===== src/rtl/dbg_mem_loader_pkg.sv =====
// Shared types and protocol constants for the debug memory loader.
// Frame bytes, response codes, FSM states and the sticky error flags.
package dbg_mem_loader_pkg;

   typedef enum logic [3:0] {
      S_IDLE,
      S_CMD,
      S_ADDR,
      S_CNT,
      S_DATA,
      S_WR,
      S_RD,
      S_CHK,
      S_RESP
   } state_t;

   localparam logic [7:0] SYNC       = 8'hA5;
   localparam logic [7:0] CMD_WRITE  = 8'h01;
   localparam logic [7:0] CMD_VERIFY = 8'h02;
   localparam logic [7:0] CMD_RUN    = 8'h03;
   localparam logic [7:0] CMD_HALT   = 8'h04;

   typedef logic [7:0] resp_t;
   localparam resp_t ACK = 8'h06;
   localparam resp_t NAK = 8'h15;

   typedef struct packed {
      logic checksum;
      logic verify;
   } err_t;

   // States in which the loader is waiting on the host byte stream.
   function automatic logic rx_state(input state_t s);
      return (s == S_IDLE) || (s == S_CMD) || (s == S_ADDR) ||
             (s == S_CNT) || (s == S_DATA) || (s == S_CHK);
   endfunction

   // States in which a stalled host counts toward the inter-byte timeout.
   function automatic logic tmo_state(input state_t s);
      return (s == S_CMD) || (s == S_ADDR) || (s == S_CNT) ||
             (s == S_DATA) || (s == S_CHK);
   endfunction

endpackage


===== src/rtl/dbg_word_pack.sv =====
// Little-endian byte-to-word packer: a byte counter plus right-shifting register.
// word_nxt is the completed word in the same cycle that done pulses.
module dbg_word_pack #(
   parameter int DATA_W = 32
) (
   input  logic              clk,
   input  logic              reset,
   input  logic              clr,
   input  logic              byte_vld,
   input  logic [7:0]        byte_in,
   output logic [DATA_W-1:0] word_nxt,
   output logic              done
);

   localparam int NB = DATA_W / 8;
   localparam int CW = (NB > 1) ? $clog2(NB) : 1;

   logic [CW-1:0]     cnt_q, cnt_d;
   logic [DATA_W-1:0] sr_q, sr_d;

   always_comb begin
      word_nxt = {byte_in, sr_q[DATA_W-1:8]};
      done     = byte_vld && (cnt_q == CW'(NB - 1));
      cnt_d    = cnt_q;
      sr_d     = sr_q;
      if (clr) begin
         cnt_d = '0;
      end else if (byte_vld) begin
         cnt_d = done ? '0 : cnt_q + 1'b1;
         sr_d  = word_nxt;
      end
   end

   always_ff @(posedge clk or posedge reset) begin
      if (reset) cnt_q <= '0;
      else       cnt_q <= cnt_d;
   end

   // Shift register is pure datapath; the counter alone decides framing.
   always_ff @(posedge clk) begin
      sr_q <= sr_d;
   end

endmodule


===== src/rtl/dbg_mem_loader.sv =====
// Byte-stream command parser driving the debug memory port of the CPU.
// Loads/verifies memory while holding the CPU in reset; RUN/HALT control cpu_n_reset.
module dbg_mem_loader
   import dbg_mem_loader_pkg::*;
#(
   parameter int ADDR_W      = 32,
   parameter int DATA_W      = 32,
   parameter int TIMEOUT_CYC = 100000
) (
   input  logic                clk,
   input  logic                reset,
   input  logic [7:0]          rx_data,
   input  logic                rx_valid,
   output logic                rx_ready,
   output logic [7:0]          tx_data,
   output logic                tx_valid,
   input  logic                tx_ready,
   output logic                dbg_mem_op,
   output logic [DATA_W/8-1:0] dbg_wren,
   output logic [ADDR_W-1:0]   dbg_adr,
   output logic [DATA_W-1:0]   dbg_do,
   input  logic [DATA_W-1:0]   dbg_di,
   input  logic                dbg_ack,
   output logic                cpu_n_reset,
   output logic                busy,
   output logic                err_checksum,
   output logic                err_verify
);

   localparam int NB = DATA_W / 8;
   localparam int TW = $clog2(TIMEOUT_CYC + 1);

   state_t            state_q, state_d;
   logic [ADDR_W-1:0] adr_q, adr_d;
   logic [DATA_W-1:0] do_q, do_d;
   logic              mem_op_q, mem_op_d;
   logic [NB-1:0]     wren_q, wren_d;
   logic [15:0]       cnt_q, cnt_d;
   logic [7:0]        chk_q, chk_d;
   logic [TW-1:0]     tmo_q, tmo_d;
   logic [7:0]        tx_data_q, tx_data_d;
   logic              tx_valid_q, tx_valid_d;
   logic              cpu_q, cpu_d;
   err_t              err_q, err_d;
   logic [7:0]        cmd_q, cmd_d;

   logic              accept, pack_clr;
   logic              addr_done, cnt_done, data_done;
   logic [ADDR_W-1:0] addr_word;
   logic [15:0]       cnt_word;
   logic [DATA_W-1:0] data_word;
   logic              resp_go, word_done, timed_out;
   resp_t             resp_byte;

   assign rx_ready = rx_state(state_q);
   assign accept   = rx_valid && rx_ready;
   assign pack_clr = accept && (state_q == S_IDLE) && (rx_data == SYNC);

   dbg_word_pack #(.DATA_W(ADDR_W)) u_addr_pack (
      .clk(clk), .reset(reset), .clr(pack_clr),
      .byte_vld(accept && (state_q == S_ADDR)), .byte_in(rx_data),
      .word_nxt(addr_word), .done(addr_done)
   );

   dbg_word_pack #(.DATA_W(16)) u_cnt_pack (
      .clk(clk), .reset(reset), .clr(pack_clr),
      .byte_vld(accept && (state_q == S_CNT)), .byte_in(rx_data),
      .word_nxt(cnt_word), .done(cnt_done)
   );

   dbg_word_pack #(.DATA_W(DATA_W)) u_data_pack (
      .clk(clk), .reset(reset), .clr(pack_clr),
      .byte_vld(accept && (state_q == S_DATA)), .byte_in(rx_data),
      .word_nxt(data_word), .done(data_done)
   );

   always_comb begin
      state_d    = state_q;
      adr_d      = adr_q;
      do_d       = do_q;
      mem_op_d   = mem_op_q;
      wren_d     = wren_q;
      cnt_d      = cnt_q;
      chk_d      = chk_q;
      tmo_d      = '0;
      tx_data_d  = tx_data_q;
      tx_valid_d = tx_valid_q;
      cpu_d      = cpu_q;
      err_d      = err_q;
      cmd_d      = cmd_q;
      resp_go    = 1'b0;
      resp_byte  = NAK;
      word_done  = 1'b0;
      timed_out  = 1'b0;

      if (tmo_state(state_q) && !accept) begin
         tmo_d     = tmo_q + 1'b1;
         timed_out = (tmo_q == TW'(TIMEOUT_CYC - 1));
      end

      case (state_q)
         S_IDLE: begin
            if (pack_clr) begin
               state_d = S_CMD;
               err_d   = '0;
               chk_d   = '0;
            end
         end
         S_CMD: begin
            if (accept) begin
               cmd_d = rx_data;
               if ((rx_data == CMD_WRITE) || (rx_data == CMD_VERIFY)) begin
                  if (cpu_q) resp_go = 1'b1;
                  else       state_d = S_ADDR;
               end else if ((rx_data == CMD_RUN) || (rx_data == CMD_HALT)) begin
                  resp_go   = 1'b1;
                  resp_byte = ACK;
               end else begin
                  resp_go = 1'b1;
               end
            end
         end
         S_ADDR: begin
            if (addr_done) begin
               adr_d   = addr_word;
               state_d = S_CNT;
            end
         end
         S_CNT: begin
            if (cnt_done) begin
               cnt_d   = cnt_word;
               state_d = (cnt_word == 16'd0) ? S_CHK : S_DATA;
            end
         end
         S_DATA: begin
            if (accept) chk_d = chk_q ^ rx_data;
            if (data_done) begin
               do_d     = data_word;
               mem_op_d = 1'b1;
               wren_d   = '1;
               state_d  = S_WR;
            end
         end
         S_WR: begin
            if (mem_op_q && dbg_ack) begin
               mem_op_d = 1'b0;
               wren_d   = '0;
               if (cmd_q == CMD_VERIFY) state_d = S_RD;
               else                     word_done = 1'b1;
            end
         end
         S_RD: begin
            // First RD cycle is the mandatory idle gap after the write ack.
            if (!mem_op_q) begin
               mem_op_d = 1'b1;
            end else if (dbg_ack) begin
               mem_op_d = 1'b0;
               if (dbg_di != do_q) err_d.verify = 1'b1;
               word_done = 1'b1;
            end
         end
         S_CHK: begin
            if (accept) begin
               if (rx_data != chk_q) err_d.checksum = 1'b1;
               resp_go   = 1'b1;
               resp_byte = ((rx_data != chk_q) || err_q.verify) ? NAK : ACK;
            end
         end
         S_RESP: begin
            if (tx_ready) begin
               tx_valid_d = 1'b0;
               state_d    = S_IDLE;
               if (tx_data_q == ACK) begin
                  if (cmd_q == CMD_RUN)  cpu_d = 1'b1;
                  if (cmd_q == CMD_HALT) cpu_d = 1'b0;
               end
            end
         end
         default: state_d = S_IDLE;
      endcase

      if (word_done) begin
         adr_d   = adr_q + ADDR_W'(NB);
         cnt_d   = cnt_q - 1'b1;
         state_d = (cnt_q == 16'd1) ? S_CHK : S_DATA;
      end

      if (timed_out) begin
         resp_go   = 1'b1;
         resp_byte = NAK;
         cmd_d     = '0;
      end

      if (resp_go) begin
         state_d    = S_RESP;
         tx_data_d  = resp_byte;
         tx_valid_d = 1'b1;
      end
   end

   always_ff @(posedge clk or posedge reset) begin
      if (reset) begin
         state_q    <= S_IDLE;
         adr_q      <= '0;
         do_q       <= '0;
         mem_op_q   <= 1'b0;
         wren_q     <= '0;
         cnt_q      <= '0;
         chk_q      <= '0;
         tmo_q      <= '0;
         tx_data_q  <= '0;
         tx_valid_q <= 1'b0;
         cpu_q      <= 1'b0;
         err_q      <= '0;
         cmd_q      <= '0;
      end else begin
         state_q    <= state_d;
         adr_q      <= adr_d;
         do_q       <= do_d;
         mem_op_q   <= mem_op_d;
         wren_q     <= wren_d;
         cnt_q      <= cnt_d;
         chk_q      <= chk_d;
         tmo_q      <= tmo_d;
         tx_data_q  <= tx_data_d;
         tx_valid_q <= tx_valid_d;
         cpu_q      <= cpu_d;
         err_q      <= err_d;
         cmd_q      <= cmd_d;
      end
   end

   assign tx_data      = tx_data_q;
   assign tx_valid     = tx_valid_q;
   assign dbg_mem_op   = mem_op_q;
   assign dbg_wren     = wren_q;
   assign dbg_adr      = adr_q;
   assign dbg_do       = do_q;
   assign cpu_n_reset  = cpu_q;
   assign busy         = (state_q != S_IDLE);
   assign err_checksum = err_q.checksum;
   assign err_verify   = err_q.verify;

endmodule


===== config.mk =====
export PLATFORM = sky130hd
export DESIGN_NAME = dbg_mem_loader
export DESIGN_NICKNAME = d
export VERILOG_FILES = /design/src/rtl/dbg_mem_loader_pkg.sv /design/src/rtl/dbg_word_pack.sv /design/src/rtl/dbg_mem_loader.sv
export SDC_FILE = /design/constraint.sdc
export NUM_CORES = 1
export LEC_CHECK = 0
export CORE_MARGIN = 5
export CORE_UTILIZATION = 25
export CTS_CLUSTER_DIAMETER = 80
export DETAILED_ROUTE_END_ITERATION = 7
export GPL_TIMING_DRIVEN = 0
export PLACE_DENSITY_LB_ADDON = 0.2
export SYNTH_ARGS = -nofsm -noshare
export SYNTH_HDL_FRONTEND = slang
export SYNTH_SLANG_ARGS = --single-unit
export TNS_END_PERCENT = 100

===== constraint.sdc =====
create_clock -name clk -period 4 [get_ports clk]
set_input_delay 0.8 -clock clk [delete_from_list [all_inputs] [get_ports clk]]
set_output_delay 0.8 -clock clk [all_outputs]
set_load 0.05 [all_outputs]

==> run_results.csv, run 1 <==
group,metric,value,unit
clock_tree,clk_pin_slew,0.08,ns
worst_hold_path,min_path_type,"flip-flop to flip-flop",
logic_synthesis,async_flop_share,0.701,
sta,rsz0062_at_grt,"no",
clock_tree,insertion_delay,0.44,ns
placement,port_buffers,122,
sta,slew_headroom,0.166,
placement,dp_hpwl,19000,um
logic_synthesis,synth_area_per_cell,11.2,sq um
setup_path,critPathSlowestCell,"clkdlybuf4s50_1",
setup_path,cpMostUsedCell,"nor2_1",
setup_path,cp_top_family,"simple AND/OR/NAND/NOR gates",
logic_synthesis,syn_area,8770,sq um
final_layout,area_growth,28.4,%
clock_tree,clockBufferDepth,2,
die,dieArea,38900,sq um
setup_path,critPathLaunchType,"input pin",
clock_tree,cts-root-buf,"clkbuf_16",
route,wire_per_inst,18.5,um
job,cap_violations,0,
global_route,antenna_found_initial,0,
placement,place_congestion,0.807,
sta,period_needed,3.50,ns
die,std_cell_rows,68,
clock_tree,cts_buffers,17,
final_layout,finalNonFillerCells,1401,
global_route,grt_usage,0.134,
clock_tree,post_cts_buffers,0,
logic_synthesis,synth_cells,784,
sta,skew,0.0162,ns
setup_path,path_class,"input pin to flip-flop",
clock_tree,cts_tree,"done",
setup_path,crit_fanout,10,
logic_synthesis,synth-main-ff-cell,"dfrtp_1",
pwr,p_leak,0.00438,uW
sta,hold_viol,0,
die,design.core.area,34600,sq um
setup_path,worst-endpoint-arrival,3.82,ns
pwr,p_seq_frac,0.420,
final_layout,fin_area,11300,sq um
die,die_w,197,um
global_route,grt_pass1_wl,40600,um
die,die_y,197,um
route,drt_iter0_drc,446,
pwr,vdd_drop_max,310,uV
sta,setup_viol,0,
route,ant_nets,0,
logic_synthesis,synth_cell_types,66,
route,dr_total_vias,6561,
route,drt_pass1_iterations,5,
route,routed_via_density,4.68,
pwr,combPwrFrac,0.321,
status,status,"finished clean",
logic_synthesis,synth-edff-count,56,
setup_path,critPathBufInv,1,
route,wl,25900,um
route,drc,0,
pwr,swShare,0.379,
global_route,gr-total-overflow,0,
global_route,grt_pass1_vias,6736,
clock_tree,htree_num_levels,4,
logic_synthesis,ys_seq_area_frac,0.565,
sta,finalMaxSlewViolations,0,
clock_tree,ctsHoldBuffers,0,
sta,clock.fmax,285,MHz
logic_synthesis,synth_seq_cells,187,
logic_synthesis,yosysWarnings,0,
final_layout,n_antenna_cell,0,
global_route,grt_max_degree,38,
clock_tree,ctsResizeCount,0,
final_layout,fin_nets,984,
setup_path,crit_path_cell_trace,"clkdlybuf4s50_1 > or3_1 > or4_1 > nor2_1 > nor2_1 > a22o_1",
placement,dpl_cell_area,10700,sq um
setup_path,worst_path_largest_cell_delay,0.81,ns
final_layout,drive_above_1_share,0.114,
sta,worst_slew_pin_slew,1.24,ns
placement,dp.cells,1369,
die,start_util,0.253,
die,ioPinCount,128,
pwr,p_sw,2460,uW
pwr,p_int,4040,uW
pwr,totalPowerFinal,6500,uW
setup_path,cp-end-kind,"flip-flop",
clock_tree,cts_sinks,187,
setup_path,cp.required,4.32,ns
sta,fin_crit_sh,0.876,
pwr,power.density,577,nW/um^2
pwr,p_clk_frac,0.259,
[routing by layer]
| metal | vias to the layer above | global-route usage | routed length (um) |
|---|---|---|---|
| met5 | - | 0 | 0 |
| met4 | 0 | 0.0367 | 351 |
| met3 | 18 | 0.0229 | 922 |
| met2 | 127 | 0.221 | 12700 |
| met1 | 3245 | 0.183 | 11900 |
| li1 | 3171 | - | - |
[power by group through the flow]
stage,Sequential [uW],Clock [uW],Combinational (uW)
2_1_floorplan,3130,0,1000
3_3_place_gp,2760,0,2060
3_5_place_dp,2760,0,2100
4_1_cts,2730,1740,2100
5_1_grt,2800,1820,2260
6_report,2730,1690,2080
[final timing paths]
| path | slack, ns | end | cells past startpoint | start |
|---|---|---|---|---|
| hold reg to reg | 0.44 | dbg_adr[1] | 2 | u_addr_pack.sr_q[9] |
| max in group asynchronous | 2.22 | dbg_adr[30] | 4 | reset |
| hold / removal | 0.44 | dbg_adr[1] | 2 | u_addr_pack.sr_q[9] |
| setup reg to reg | 0.88 | dbg_do[30] | 7 | state_q[0] |
| setup / recovery | 0.50 | u_data_pack.cnt_q[0] | 6 | rx_data[6] |
| min in group asynchronous | 0.88 | dbg_do[21] | 2 | reset |
[sequential cells by signal, indices dropped and copies added, names as in the netlist, 2 cells and up]
signal and count:
cnt_q 16, dbg_adr 32, u_data_pack.sr_q 24, cmd_q 8
state_q 4, u_addr_pack.cnt_q 2, tx_data 3, u_data_pack.cnt_q 2
tmo_q 17, u_cnt_pack.sr_q 8, chk_q 8, dbg_do 32
u_addr_pack.sr_q 24
[worst register-to-register path, delay by kind of cell (launching register included)]
| kind | cells | cell delay [ns] |
|---|---|---|
| buf+inv | 3 | 1.22 |
| flops | 1 | 0.48 |
| mux | 1 | 0.38 |
| simple gates | 3 | 0.92 |
[cells in the mapped netlist, drive strengths merged, types with 3 or more instances]
| library cell | instances | area (sq um) |
|---|---|---|
| xor2 | 13 | 114 |
| o21ai | 28 | 140 |
| or3 | 12 | 76.3 |
| buf | 17 | 109 |
| nand2 | 103 | 387 |
| o21a | 3 | 22.5 |
| clkbuf | 24 | 130 |
| a31oi | 5 | 31.3 |
| nand3b | 3 | 22.5 |
| mux2 | 34 | 383 |
| a21o | 5 | 37.5 |
| xnor2 | 37 | 324 |
| nor4 | 14 | 93.8 |
| nor2b | 11 | 68.8 |
| dfrtp | 131 | 3280 |
| nor3b | 3 | 22.5 |
| a22o | 4 | 35.0 |
| nor2 | 56 | 210 |
| a211o | 3 | 26.3 |
| or4b | 3 | 33.8 |
| a21oi | 25 | 129 |
| a221o | 11 | 110 |
| nand4 | 18 | 113 |
| nand2b | 6 | 37.5 |
| or4 | 3 | 30.0 |
| o311ai | 12 | 105 |
| edfxtp | 56 | 1680 |
| nand3 | 29 | 145 |
| o31ai | 4 | 35.0 |
| ha | 6 | 75.1 |
| and3 | 11 | 68.8 |
| nand4b | 4 | 35.0 |
| inv | 10 | 37.5 |
| and4 | 3 | 27.5 |
| and2 | 5 | 32.5 |
| mux2i | 15 | 150 |
| nor3 | 16 | 80.1 |
| o211ai | 20 | 150 |
| o211a | 3 | 30.0 |
[layout make-up]
cell class / instances / area (sq um)
Buffer: 41 / 240
Tap cell: 455 / 569
Inverter: 10 / 41.3
Clock buffer: 19 / 454
Multi-Input combinational cell: 549 / 3570
Sequential cell: 187 / 4960
Clock inverter: 13 / 121
Timing Repair Buffer: 127 / 1310
Fill cell: 3512 / 23400
[stage by stage]
step / utilization / hold slack [ns] / worst slack (ns) / setup TNS, ns
after floorplan: - / 0.415 / 0.193 / 0
after global placement: 0.306 / 0.428 / -1.40 / -45.39
after detailed placement: 0.309 / 0.424 / -0.00769 / -0.00953
after CTS: 0.325 / 0.444 / 0.458 / 0
after global routing: 0.325 / 0.452 / 0.366 / 0
final: 0.325 / 0.444 / 0.495 / 0
[logic make-up after synthesis]
| logic type | count (synthesis) | share of synthesized area |
|---|---|---|
| buffers and inverters | 51 | 0.0315 |
| AO/OA/AOI/OAI | 135 | 0.110 |
| XOR/XNOR | 50 | 0.0499 |
| AND/OR/NAND/NOR | 305 | 0.174 |
| other | 1 | 0.000427 |
| flip-flops | 187 | 0.565 |
| adder cells (fa/ha/maj) | 6 | 0.00856 |
| multiplexers | 49 | 0.0608 |
[placed cells by master, fill, tap and decap left out, types with 24 or more instances in the layout]
| cell type | instances |
|---|---|
| nand2_1 | 103 |
| edfxtp_1 | 56 |
| mux2_2 | 34 |
| o21ai_0 | 28 |
| a21oi_1 | 24 |
| xnor2_1 | 37 |
| dfrtp_1 | 131 |
| clkdlybuf4s50_1 | 122 |
| nand3_1 | 29 |
| nor2_1 | 56 |
No activity file was read; power rests on OpenSTA's default activity.
==> run 2: changes to the inputs <==
--- a/config.mk
+++ b/config.mk
@@ -7,7 +7,6 @@
 export LEC_CHECK = 0
 export CORE_MARGIN = 5
 export CORE_UTILIZATION = 25
-export CTS_CLUSTER_DIAMETER = 80
 export DETAILED_ROUTE_END_ITERATION = 7
 export GPL_TIMING_DRIVEN = 0
 export PLACE_DENSITY_LB_ADDON = 0.2
==> results of run 2 <==
No change in the layout: final DEF, timing and power equal those of run 1.
==> run 3: changes to the inputs <==
--- a/config.mk
+++ b/config.mk
@@ -5,6 +5,8 @@
 export SDC_FILE = /design/constraint.sdc
 export NUM_CORES = 1
 export LEC_CHECK = 0
+export CELL_PAD_IN_SITES_DETAIL_PLACEMENT = 0
+export CELL_PAD_IN_SITES_GLOBAL_PLACEMENT = 1
 export CORE_MARGIN = 5
 export CORE_UTILIZATION = 25
 export DETAILED_ROUTE_END_ITERATION = 7
==> run_results.csv, run 3 (synthesis gave the netlist of run 1 again) <==
group,metric,value,unit
final_layout,fin_nets,985,
setup_path,cp-end-kind,"flip-flop",
die,design.core.area,34600,sq um
sta,clock.fmax,277,MHz
clock_tree,clk_pin_slew,0.08,ns
placement,place_congestion,0.796,
clock_tree,ctsResizeCount,0,
clock_tree,cts_buffers,17,
pwr,p_seq_frac,0.414,
setup_path,rrSetupSlack,0.80,ns
final_layout,nFillCells,3543,
route,wl,27000,um
sta,rsz0062_at_grt,"no",
placement,dp_hpwl,19600,um
final_layout,area_growth,29.0,%
pwr,p_int,4120,uW
job,cap_violations,0,
pwr,vdd_drop_max,329,uV
route,ant_nets,0,
die,start_util,0.253,
sta,hold_viol,0,
setup_path,cp.required,4.33,ns
sta,whs,0.444,ns
sta,slew_headroom,0.139,
worst_hold_path,min_path_type,"flip-flop to flip-flop",
global_route,antenna_found_initial,0,
clock_tree,cts-root-buf,"clkbuf_16",
die,dieArea,38900,sq um
route,drt_pass1_iterations,5,
clock_tree,cts_tree,"done",
final_layout,n_antenna_cell,0,
die,die_w,197,um
global_route,grt_pass1_wl,42200,um
pwr,p_leak,0.00439,uW
die,die_y,197,um
setup_path,critPathLaunchType,"input pin",
final_layout,most-common-layout-cells,"dfrtp_1 (131), clkdlybuf4s50_1 (122), nand2_1 (103)",
final_layout,layout_commonest_cell,"dfrtp_1",
clock_tree,post_cts_buffers,0,
clock_tree,htree_num_levels,4,
placement,port_buffers,122,
route,dr_total_vias,6603,
setup_path,worstSetupEndpoint,"u_data_pack.cnt_q[0]",
sta,skew,0.00991,ns
status,status,"finished clean",
global_route,gr-total-overflow,0,
route,routed_via_density,4.71,
route,drt_iter0_drc,412,
global_route,grt_pass1_vias,6778,
final_layout,drive_above_1_share,0.115,
clock_tree,ctsHoldBuffers,0,
setup_path,path_class,"input pin to flip-flop",
pwr,swShare,0.376,
setup_path,rr_endpoint,"dbg_do[29]",
sta,fin_crit_sh,0.904,
sta,worst_slew_pin_slew,1.28,ns
route,wire_per_inst,19.2,um
setup_path,crit_start,"rx_data[4]",
pwr,combPwrFrac,0.317,
die,std_cell_rows,68,
route,drc,0,
setup_path,r2r-start,"state_q[0]",
setup_path,crit_fanout,9,
die,ioPinCount,128,
sta,setup_tns,0,ns
pwr,p_clk_frac,0.269,
sta,finalMaxSlewViolations,0,
pwr,p_sw,2480,uW
pwr,power.density,584,nW/um^2
global_route,grt_max_degree,36,
setup_path,worst-endpoint-arrival,3.94,ns
clock_tree,cts_sinks,187,
setup_path,r2r_cells,7,
global_route,grt_usage,0.141,
sta,setup_viol,0,
clock_tree,clockBufferDepth,2,
sta,period_needed,3.62,ns
clock_tree,insertion_delay,0.44,ns
## run 3: changes by cell type in the layout (fill, tap and decap cells not counted)
cell	change
inv_6	+3
clkbuf_16	-1
buf_16	+1
buf_8	-1
buf_6	+1
inv_4	-4
clkinvlp_4	+3
clkinv_8	+1
clkbuf_1	-1
bufinv_16	+2
clkinv_1	+1
clkinv_4	-1
inv_8	-3
## run 3: area by class of cell
| cell class | instances | area [sq um] | share of cell area |
|---|---|---|---|
| Buffer | 41 | 240 | 0.0212 |
| Clock buffer | 17 | 425 | 0.0376 |
| Clock inverter | 15 | 183 | 0.0161 |
| Inverter | 10 | 41.3 | 0.00365 |
| Multi-Input combinational cell | 549 | 3570 | 0.315 |
| Sequential cell | 187 | 4960 | 0.438 |
| Tap cell | 455 | 569 | 0.0503 |
| Timing Repair Buffer | 128 | 1330 | 0.118 |
## run 3: power groups by stage
stage / Combinational (uW) / Clock (uW) / Sequential (uW)
floorplan: 1000 / 0 / 3130
global placement: 2080 / 0 / 2770
detailed placement: 2120 / 0 / 2770
CTS: 2120 / 1840 / 2740
global route: 2280 / 1910 / 2800
finish: 2090 / 1780 / 2740
## run 3: stage by stage
stage | utilization | cell area (sq um) | power [uW] | cells | setup WS, ns
global route | 0.327 | 11300 | 6990 | 1402 | 0.201
global placement | 0.306 | 10600 | 4850 | 1364 | -1.49
detailed placement | 0.309 | 10700 | 4890 | 1370 | -0.193
CTS | 0.327 | 11300 | 6700 | 1402 | 0.285
floorplan | - | 8790 | 4130 | 787 | 0.193
finish | 0.327 | 11300 | 6610 | 1402 | 0.384
## run 3: routing by layer
layer / vias to the layer above / track usage / share of wire
li1: 3172 / - / -
met1: 3300 / 0.194 / 0.47
met2: 118 / 0.232 / 0.49
met3: 13 / 0.0247 / 0.029
met4: 0 / 0.0331 / 0.0093
met5: - / 0 / 0
## run 3: how the worst min path moves through the flow
stage	slack, ns	startpoint	end	cells past startpoint
5_1_grt	0.45	u_data_pack.sr_q[17]	u_data_pack.sr_q[9]	0
3_5_place_dp	0.43	u_addr_pack.sr_q[8]	dbg_adr[0]	2
4_1_cts	0.45	u_addr_pack.sr_q[9]	dbg_adr[1]	2
2_1_floorplan	0.41	u_addr_pack.sr_q[8]	dbg_adr[0]	2
3_3_place_gp	0.43	u_addr_pack.sr_q[9]	dbg_adr[1]	2
6_report	0.44	u_data_pack.sr_q[17]	u_data_pack.sr_q[9]	0
## run 3: critical path, cell delays in order
cell and delay (ns):
clkdlybuf4s50_1 0.55, clkbuf_1 0.36, or3_1 0.49, or4_1 0.59
nor2_1 0.51, nor2_1 0.33, a22o_1 0.32
